--- src/rtl/cmp_seq_pkg.sv ---
// cmp_seq_unit shared types
// State encoding and index-width helper
package cmp_seq_pkg;

  typedef enum logic {
    IDLE = 1'b0,
    RUN  = 1'b1
  } state_t;

  function automatic int idx_w(input int n);
    return (n > 1) ? $clog2(n) : 1;
  endfunction

endpackage

--- src/rtl/cmp_seq_if.sv ---
// cmp_seq_unit request/result bundle
// Sequencer drives master, comparator is slave
interface cmp_seq_if #(
  parameter int WIDTH = 16,
  parameter int SW    = 3
);
  import cmp_seq_pkg::*;

  logic             start;
  logic             signed_mode;
  logic [WIDTH-1:0] op1;
  logic [WIDTH-1:0] op2;
  logic             busy;
  logic             done;
  logic             eq;
  logic             gt;
  logic             lt;
  logic [SW-1:0]    steps;

  modport master (
    output start, signed_mode, op1, op2,
    input  busy, done, eq, gt, lt, steps
  );

  modport slave (
    input  start, signed_mode, op1, op2,
    output busy, done, eq, gt, lt, steps
  );

endinterface

--- src/rtl/cmp_chunk.sv ---
// One-chunk magnitude compare
// Top chunk honours the sign bit in signed mode
module cmp_chunk
  import cmp_seq_pkg::*;
#(
  parameter int CHUNK = 4
) (
  input  logic [CHUNK-1:0] a,
  input  logic [CHUNK-1:0] b,
  input  logic             is_top,
  input  logic             signed_mode,
  output logic             ch_eq,
  output logic             ch_gt,
  output logic             ch_lt
);

  logic w_sdiff;

  assign w_sdiff = is_top & signed_mode &
                   (a[CHUNK-1] ^ b[CHUNK-1]);

  // Negative operand loses when signs differ
  always_comb begin
    ch_eq = 1'b0;
    ch_gt = 1'b0;
    ch_lt = 1'b0;
    if (w_sdiff) begin
      ch_lt = a[CHUNK-1];
      ch_gt = b[CHUNK-1];
    end else begin
      ch_eq = (a == b);
      ch_gt = (a > b);
      ch_lt = (a < b);
    end
  end

endmodule

--- src/rtl/cmp_seq_unit.sv ---
// Multi-cycle MSB-first magnitude comparator
// Stops on the first differing chunk
module cmp_seq_unit
  import cmp_seq_pkg::*;
#(
  parameter int WIDTH = 16,
  parameter int CHUNK = 4
) (
  input  logic      clk,
  input  logic      rst,
  cmp_seq_if.slave  bus
);

  localparam int NCHUNK = WIDTH / CHUNK;
  localparam int IW     = idx_w(NCHUNK);
  localparam int SW     = $clog2(NCHUNK) + 1;
  localparam logic [IW-1:0] TOP_IDX = IW'(NCHUNK - 1);

  state_t           r_state;
  logic [WIDTH-1:0] r_a;
  logic [WIDTH-1:0] r_b;
  logic             r_sm;
  logic [IW-1:0]    r_idx;
  logic [SW-1:0]    r_cnt;
  logic             r_done;
  logic             r_eq;
  logic             r_gt;
  logic             r_lt;
  logic [SW-1:0]    r_steps;

  logic [CHUNK-1:0] w_ca;
  logic [CHUNK-1:0] w_cb;
  logic             w_top;
  logic             w_eq;
  logic             w_gt;
  logic             w_lt;
  logic             w_dec;

  assign w_ca  = r_a[int'(r_idx)*CHUNK +: CHUNK];
  assign w_cb  = r_b[int'(r_idx)*CHUNK +: CHUNK];
  assign w_top = (r_idx == TOP_IDX);
  assign w_dec = !w_eq || (r_idx == '0);

  cmp_chunk #(
    .CHUNK(CHUNK)
  ) u_chunk (
    .a          (w_ca),
    .b          (w_cb),
    .is_top     (w_top),
    .signed_mode(r_sm),
    .ch_eq      (w_eq),
    .ch_gt      (w_gt),
    .ch_lt      (w_lt)
  );

  // Accept, walk chunks downward, stop on decision
  always_ff @(posedge clk or negedge rst) begin
    if (!rst) begin
      r_state <= IDLE;
      r_a     <= '0;
      r_b     <= '0;
      r_sm    <= 1'b0;
      r_idx   <= '0;
      r_cnt   <= '0;
      r_done  <= 1'b0;
    end else begin
      r_done <= 1'b0;
      unique case (r_state)
        IDLE: begin
          if (bus.start) begin
            r_a     <= bus.op1;
            r_b     <= bus.op2;
            r_sm    <= bus.signed_mode;
            r_idx   <= TOP_IDX;
            r_cnt   <= '0;
            r_state <= RUN;
          end
        end
        RUN: begin
          r_cnt <= r_cnt + SW'(1);
          if (w_dec) begin
            r_done  <= 1'b1;
            r_state <= IDLE;
          end else begin
            r_idx <= r_idx - IW'(1);
          end
        end
        default: r_state <= IDLE;
      endcase
    end
  end

  // Result flags held until the next decision
  always_ff @(posedge clk or negedge rst) begin
    if (!rst) begin
      r_eq    <= 1'b0;
      r_gt    <= 1'b0;
      r_lt    <= 1'b0;
      r_steps <= '0;
    end else if (r_state == RUN && w_dec) begin
      r_eq    <= w_eq;
      r_gt    <= w_gt;
      r_lt    <= w_lt;
      r_steps <= r_cnt + SW'(1);
    end
  end

  assign bus.busy  = (r_state == RUN);
  assign bus.done  = r_done;
  assign bus.eq    = r_eq;
  assign bus.gt    = r_gt;
  assign bus.lt    = r_lt;
  assign bus.steps = r_steps;

endmodule

--- src/flat_wrapper.sv ---
// flat-port wrapper written by rule: the top's interface ports become plain ports
module cmp_seq_unit_flat import cmp_seq_pkg::*;
#(
  parameter int WIDTH = 16,
  parameter int CHUNK = 4
)
  (clk, rst, bus_start, bus_signed_mode, bus_op1, bus_op2, bus_busy, bus_done, bus_eq, bus_gt, bus_lt, bus_steps);
  cmp_seq_if #(.WIDTH(WIDTH), .SW(3)) bus_i ();
  input  logic clk;
  input  logic rst;
  input wire logic [$bits(bus_i.start)-1:0] bus_start;
  input wire logic [$bits(bus_i.signed_mode)-1:0] bus_signed_mode;
  input wire logic [$bits(bus_i.op1)-1:0] bus_op1;
  input wire logic [$bits(bus_i.op2)-1:0] bus_op2;
  output wire logic [$bits(bus_i.busy)-1:0] bus_busy;
  output wire logic [$bits(bus_i.done)-1:0] bus_done;
  output wire logic [$bits(bus_i.eq)-1:0] bus_eq;
  output wire logic [$bits(bus_i.gt)-1:0] bus_gt;
  output wire logic [$bits(bus_i.lt)-1:0] bus_lt;
  output wire logic [$bits(bus_i.steps)-1:0] bus_steps;
  assign bus_i.start = bus_start;
  assign bus_i.signed_mode = bus_signed_mode;
  assign bus_i.op1 = bus_op1;
  assign bus_i.op2 = bus_op2;
  assign bus_busy = bus_i.busy;
  assign bus_done = bus_i.done;
  assign bus_eq = bus_i.eq;
  assign bus_gt = bus_i.gt;
  assign bus_lt = bus_i.lt;
  assign bus_steps = bus_i.steps;
  cmp_seq_unit #(.WIDTH(WIDTH), .CHUNK(CHUNK)) u_core (.clk(clk), .rst(rst), .bus(bus_i));
endmodule
--- config.mk ---
export PLATFORM = sky130hd
export DESIGN_NAME = cmp_seq_unit_flat
export DESIGN_NICKNAME = d
export VERILOG_FILES = /design/src/rtl/cmp_seq_pkg.sv /design/src/rtl/cmp_seq_if.sv /design/src/rtl/cmp_chunk.sv /design/src/rtl/cmp_seq_unit.sv /design/src/flat_wrapper.sv
export SDC_FILE = /design/constraint.sdc
export NUM_CORES = 1
export LEC_CHECK = 0
export CAP_MARGIN = 5
export CORE_ASPECT_RATIO = 1.2
export CORE_MARGIN = 10
export CORE_UTILIZATION = 35
export CTS_CLUSTER_SIZE = 16
export DETAILED_ROUTE_END_ITERATION = 10
export PLACE_DENSITY = 0.63
export RECOVER_POWER = 100
export SLEW_MARGIN = 20
export SYNTH_ARGS = -nofsm -noshare
export SYNTH_HDL_FRONTEND = slang
export SYNTH_SLANG_ARGS = --single-unit
export TNS_END_PERCENT = 30
--- constraint.sdc ---
create_clock -name clk -period 2.3 [get_ports clk]
set_input_delay 0.46 -clock clk [delete_from_list [all_inputs] [get_ports clk]]
set_output_delay 0.46 -clock clk [all_outputs]
set_load 0.02 [all_outputs]
==> impl_metrics.toml <==
[status]
status = "completed"

[worst_setup_path]
setup.worst_path.end_class = "flop"
worst_path_dominant_cell_family = "multiplexers"
cells_along_the_critical_path = "buf_6 -> mux4_2 -> inv_1 -> ha_2 -> o21ai_1 -> a21oi_1 -> or3_1 -> a21oi_1"
worstPathBufferInverterCount = 2
critical_path_arrival_ns = 2.41
critical_path.most_common_cell = "a21oi_1"
worst_ep_required_time_ns = 2.52
crit_path_top_delay_cell = "mux4_2"
worstPathMaxFanout = 7
worst_setup_path_start_kind = "flop"
setup.worst_path.class = "reg -> reg"
max_stage_delay_ns = 0.54

[timing]
fin_setup_tns_ns = 0
worst_slew_margin_rel = 0.251
achievable-frequency_ghz = 0.458
unrepaired_setup_endpoints_after_global_routing = "true"
finalWorstPathRequiredPeriod_ns = 2.18
whs_ns = 0.358
timing.final.max_slew_violations = 0
final_min_period_over_clock_period = 0.950
final.setup_skew_ns = 0.00229
finalSetupViolCount = 0
worst-slew-pin-transition_ns = 1.12
hold_viol_final = 0

[grt]
number_of_antenna_violations_at_the_first_check_in_global_routing = 0
grt_util_met1 = 0.103
gr-max-usage-layer = "met2"
grt_max_degree = 37
number_of_global_route_vias_before_repair = 1467
globalRouteTotalUtil = 0.0897
met3_resource_use_gr = 0.0412
gr-total-overflow = 0
first_pass_grt_wire_length_um = 7140
groute.layer.met2.usage = 0.148

[detailed_routing]
detail_route.wl_per_cell_um = 14.8
routed-via-count = 1324
drt_pre_antenna_iters = 4
detail-route-antenna-nets = 0
route.detailed.vias_per_inst = 4.71
drt_iter0_markers = 38
drcViolationCount = 0
finalWirelength_um = 4170

[cells_and_area]
antenna-diode-count = 0
layout-drive-gt1-share = 0.312
nets = 241
design_area_mm2 = 0.00280
areaGrowthSynthToFinish_pct = 30.2
final_cell_mix = "dfrtp_1 (45), clkdlybuf4s50_1 (34), mux2_2 (33)"
most_common_library_cell_in_the_layout_ignoring_fill_and_taps = "dfrtp_1"
final-instance-count-excl-fill = 281

[pwr]
sw_frac_of_total = 0.327
power.share.sequential = 0.414
combinational_group_share_of_total_power = 0.423
p_leak_nw = 1.19
intPower_mw = 2.07
total_power_mw = 3.08
p_switching_mw = 1.01
power.clock.fraction = 0.163
max-vdd-ir-drop_v = 0.000391
power.density_cell_area_mw_per_mm2 = 1100

[clocking]
worstSkewPairLatency_ns = 0.29
worst_setup_hold_path_clk_slew_ns = 0.08
cts_sinks = 46
tritoncts_clock_tree = "done"
cts_made_buffers = 5
post_cts_hold_buffer_count = 0
cts.root.buffer_cell = "clkbuf_8"
clock_tree.htree_level_count = 2
ctsLongestPathBuffers = 2

[yosys]
area_of_the_mapped_netlist_mm2 = 0.00215
share_of_synthesized_area_occupied_by_flip_flops_and_latches = 0.536
yosys_register_bits = 46
synthCells = 148
yosysWarningCount = 0
synth_fp_nets = 191
netlist-cell-type-count = 27
synthArstFlopShare = 1.00
syn_avg_cell_area_um2 = 14.5
edff_count_synth = 0
synth_ff_type = "dfrtp_1"

[place]
numPortBuffers = 43
placedInstanceArea_mm2 = 0.00267
post-place-cells = 272
routabilityCongestion = 0.733
dp_hpwl_um = 3180

[die]
num_rows = 31
ioPinCount = 44
dieArea_mm2 = 0.00968
dieHeight_um = 106
initial_core_utilization = 0.357
die_wd_um = 91.5
placeableCoreArea_mm2 = 0.00601

[run]
cap_viol_max_count = 0

[worst_hold_path]
hold_class = "in -> async"
-- cells by family (layout without fill, tap and decap cells) --
group,count (synthesis),after routing,share of synthesized area
compound gates,17,17,0.0501
xor+xnor,1,1,0.00408
fa+ha+maj,7,7,0.0408
buf+inv,15,66,0.0402
flops,46,46,0.536
mux,41,41,0.269
simple gates,21,21,0.0594
-- state kept, by name, indices dropped and copies added, names as in the netlist --
signal and cells:
u_core.bus.steps 3, u_core.r_b 16, u_core.r_sm 1, u_core.bus.gt 1
u_core.bus.eq 1, u_core.bus.busy 1, u_core.bus.lt 1, u_core.bus.done 1
u_core.r_a 16, u_core.r_idx 2, u_core.r_cnt 3
-- cell usage after synthesis, drive strengths merged, types with 2 or more instances --
master   n  area, um2
buf      4       33.8
nor2     6       38.8
dfrtp   46       1150
nand2    7       26.3
mux2    33        372
a21oi    9       48.8
ha       7       87.6
inv      9       33.8
mux4     8        206
nor3     3       26.3
clkbuf   2       18.8
o21ai    6       41.3
-- worst paths after layout --
path	startpoint	end	slack (ns)	cells after the start
worst max-delay path	u_core.r_idx[0]$_DFFE_PN0P_	u_core.bus.lt$_DFFE_PN0P_	0.12	8
worst min-delay path	rst	u_core.r_b[5]$_DFFE_PN0P_	0.36	1
worst max register to register	u_core.r_idx[0]$_DFFE_PN0P_	u_core.bus.lt$_DFFE_PN0P_	0.12	8
worst min register to register	u_core.bus.steps[1]$_DFFE_PN0P_	u_core.bus.steps[1]$_DFFE_PN0P_	0.47	2
max in group asynchronous	rst	u_core.r_b[10]$_DFFE_PN0P_	0.72	2
min in group clk	u_core.bus.steps[1]$_DFFE_PN0P_	u_core.bus.steps[1]$_DFFE_PN0P_	0.47	2
-- metrics by stage --
| stage | worst slack [ns] | util |
|---|---|---|
| after floorplan | 0.146 | - |
| after global placement | 0.0490 | 0.445 |
| after detailed placement | -0.00120 | 0.445 |
| after CTS | 0.0203 | 0.462 |
| after global routing | -0.00908 | 0.465 |
| final | 0.116 | 0.465 |
-- area by class of cell --
type	count	area (um2)
clock inverter	1	5.00
multi-input combinational	87	947
fill	546	3220
clock buffer	7	86.3
tap	82	103
timing repair buffer	49	468
inverter	9	33.8
sequential	46	1150
-- power by group through the flow --
stage	combinational (mW)	sequential, mW	clock (mW)
6_report	1.30	1.28	0.501
5_1_grt	1.44	1.32	0.565
4_1_cts	1.24	1.28	0.518
3_5_place_dp	1.20	1.30	0
3_3_place_gp	1.18	1.29	0
2_1_floorplan	0.816	1.29	0
-- repair_timing --
action | 4_1_cts | 5_1_grt
pin swaps | 0 | 2
setup endpoints to repair | 4 | 7
buffers inserted | 0 | 1
gates resized for setup | 2 | 10
-- routing by layer --
layer,routed length (um),share of wire
met1,1790,0.43
met3,277,0.066
met4,41,0.0098
met5,0,0
met2,2060,0.49
(Power assumes the default switching activity.)
==> RTL change: new RTL, same flow settings <==
Make the reset (`rst`) synchronous in 2 clocked blocks.
--- a/src/rtl/cmp_seq_unit.sv
+++ b/src/rtl/cmp_seq_unit.sv
@@ -55,5 +55,5 @@
 
   // Accept, walk chunks downward, stop on decision
-  always_ff @(posedge clk or negedge rst) begin
+  always_ff @(posedge clk) begin
     if (!rst) begin
       r_state <= IDLE;
@@ -92,5 +92,5 @@
 
   // Result flags held until the next decision
-  always_ff @(posedge clk or negedge rst) begin
+  always_ff @(posedge clk) begin
     if (!rst) begin
       r_eq    <= 1'b0;
Formal check against the unedited RTL: differs if rst is asserted again (counterexample within 4 cycles, from zero or initial values and one cycle with rst low); with rst held inactive, the same outputs for 10 cycles.
==> RTL change against the unedited design <==
Final area shrank 5.1%; critical endpoint is now u_core.r_idx[1]; synthesized area is 4.7% lower; setup slack got worse by 0.0092 ns; clock skew barely moved; first-iteration DRC count grew 29%; wire length grew 8.5%; sequential cell count did not move; global-route usage grew 1.0 points; non-clock buffer count up 4; die area decreased by 3.8%.
Power is not compared: it rests on default switching activity, and its combinational part moved more than twofold at a synthesized area within 25%.
==> RTL change: results (changes against the unedited design) <==
Status -> finished clean
Routed via count -> 1,645 (+24%)
CTS Buf Count -> 5 (unchanged)
Critical path's top delay family -> simple AND/OR/NAND/NOR gates
Met3 Use GR -> 0.0383 (-0.00290)
Detail Placement HPWL -> 3460 um (+8.9%)
Avg WL per Cell -> 12.8 um (-14%)
Clock root cell -> clkbuf_8
Post-Place Cell Area -> 2550 um^2 (-4.5%)
Nets -> 316 (+31%)
# setup viols final -> 0 (unchanged)
Antenna diodes -> 0 (unchanged)
Switching share of total power -> 0.267
Max incr delay on CP -> 0.57 ns (+0.03 ns)
Met3 WL -> 235 um (-15%)
DRT iter0 DRCs -> 49 (+29%)
First-pass GRT wire length -> 7800 um (+9.3%)
Layout Skew -> 0.00277 ns (+0.000478 ns)
Clock transition at path regs -> 0.08 ns (about the same)
Reg2reg start -> u_core.r_idx[0]
Hold crit path type -> reg2reg
Post_cts resized -> 2 (unchanged)
I/O Buffers -> 43 (unchanged)
Leading area contributor after synthesis -> dfxtp_1
Met2 Usage GRT -> 0.177 (+0.0290)
Async set-or-reset flop fraction in the synthesized netlist -> 0 (-1.00)
Area contributors post-synth -> dfxtp_1 45%, nand2_1 12%, a21oi_1 9.1%
Number of global-route vias before repair -> 1,696 (+16%)
GR Util met1 -> 0.106 (+0.00242)
First-pass DRT Iterations -> 4 (unchanged)
Synth Net Count -> 272 (+42%)
CP max FO -> 10 (+3)
Placed cells -> 345 (+27%)
Critical-path top delay cell -> mux4_1
Max H-tree Level -> 2 (unchanged)
VDD IR max -> 205 uV
M1 WL -> 1940 um (+8.0%)
Top FF cell, synth -> dfxtp_1
Tot GR Track Use -> 0.100 (+0.0104)
Distinct cells, synth -> 31 (+15%)
Post-synth top cells -> 68 x nand2_1, 46 x dfxtp_1, 37 x a21oi_1
Clock latency on the worst-skew pair -> 0.29 ns (about the same)
Share of layout cells above drive strength 1 -> 0.0912 (-0.220)
WL final -> 4520 um (+8.5%)
Gate Count Post-Synth -> 229 (+55%)
Gp weighted congestion -> 0.794 (+8.3%)
Largest net degree at the start of global routing -> 44 (+19%)
Met2 wire length -> 2280 um (+11%)
Worst slew pin tran -> 0.703 ns (-0.420 ns)
Post-synthesis sequential area ratio -> 0.450 (-0.0860)
==> RTL change: stage by stage <==
step | power (uW) | setup slack (ns)
detailed placement | 1290 | -0.183
finish | 1760 | 0.107
global placement | 1280 | -0.107
CTS | 1790 | 0.0145
floorplan | 1140 | 0.150
global route | 1870 | -0.0219
==> RTL change: area by class of cell <==
type	instances	area, um^2
fill	543	3020
sequential	46	926
clock inverter	1	5.00
timing repair buffer	53	498
inverter	9	33.8
clock buffer	7	86.3
tap	80	100
multi-input combinational	158	1000
==> RTL change: cell families after synthesis <==
group	share of synthesized area
xor+xnor	0.00428
simple gates	0.193
compound gates	0.131
fa+ha+maj	0.0428
buf+inv	0.0630
flops	0.450
mux	0.116
==> RTL change: final timing paths <==
check | to | slack (ns) | depth (start not counted)
worst max-delay path | u_core.r_idx[1] | 0.11 | 6
worst min-delay path | u_core.r_b[12] | 0.46 | 2
worst max register to register | u_core.r_idx[1] | 0.11 | 6
worst min register to register | u_core.r_b[12] | 0.46 | 2
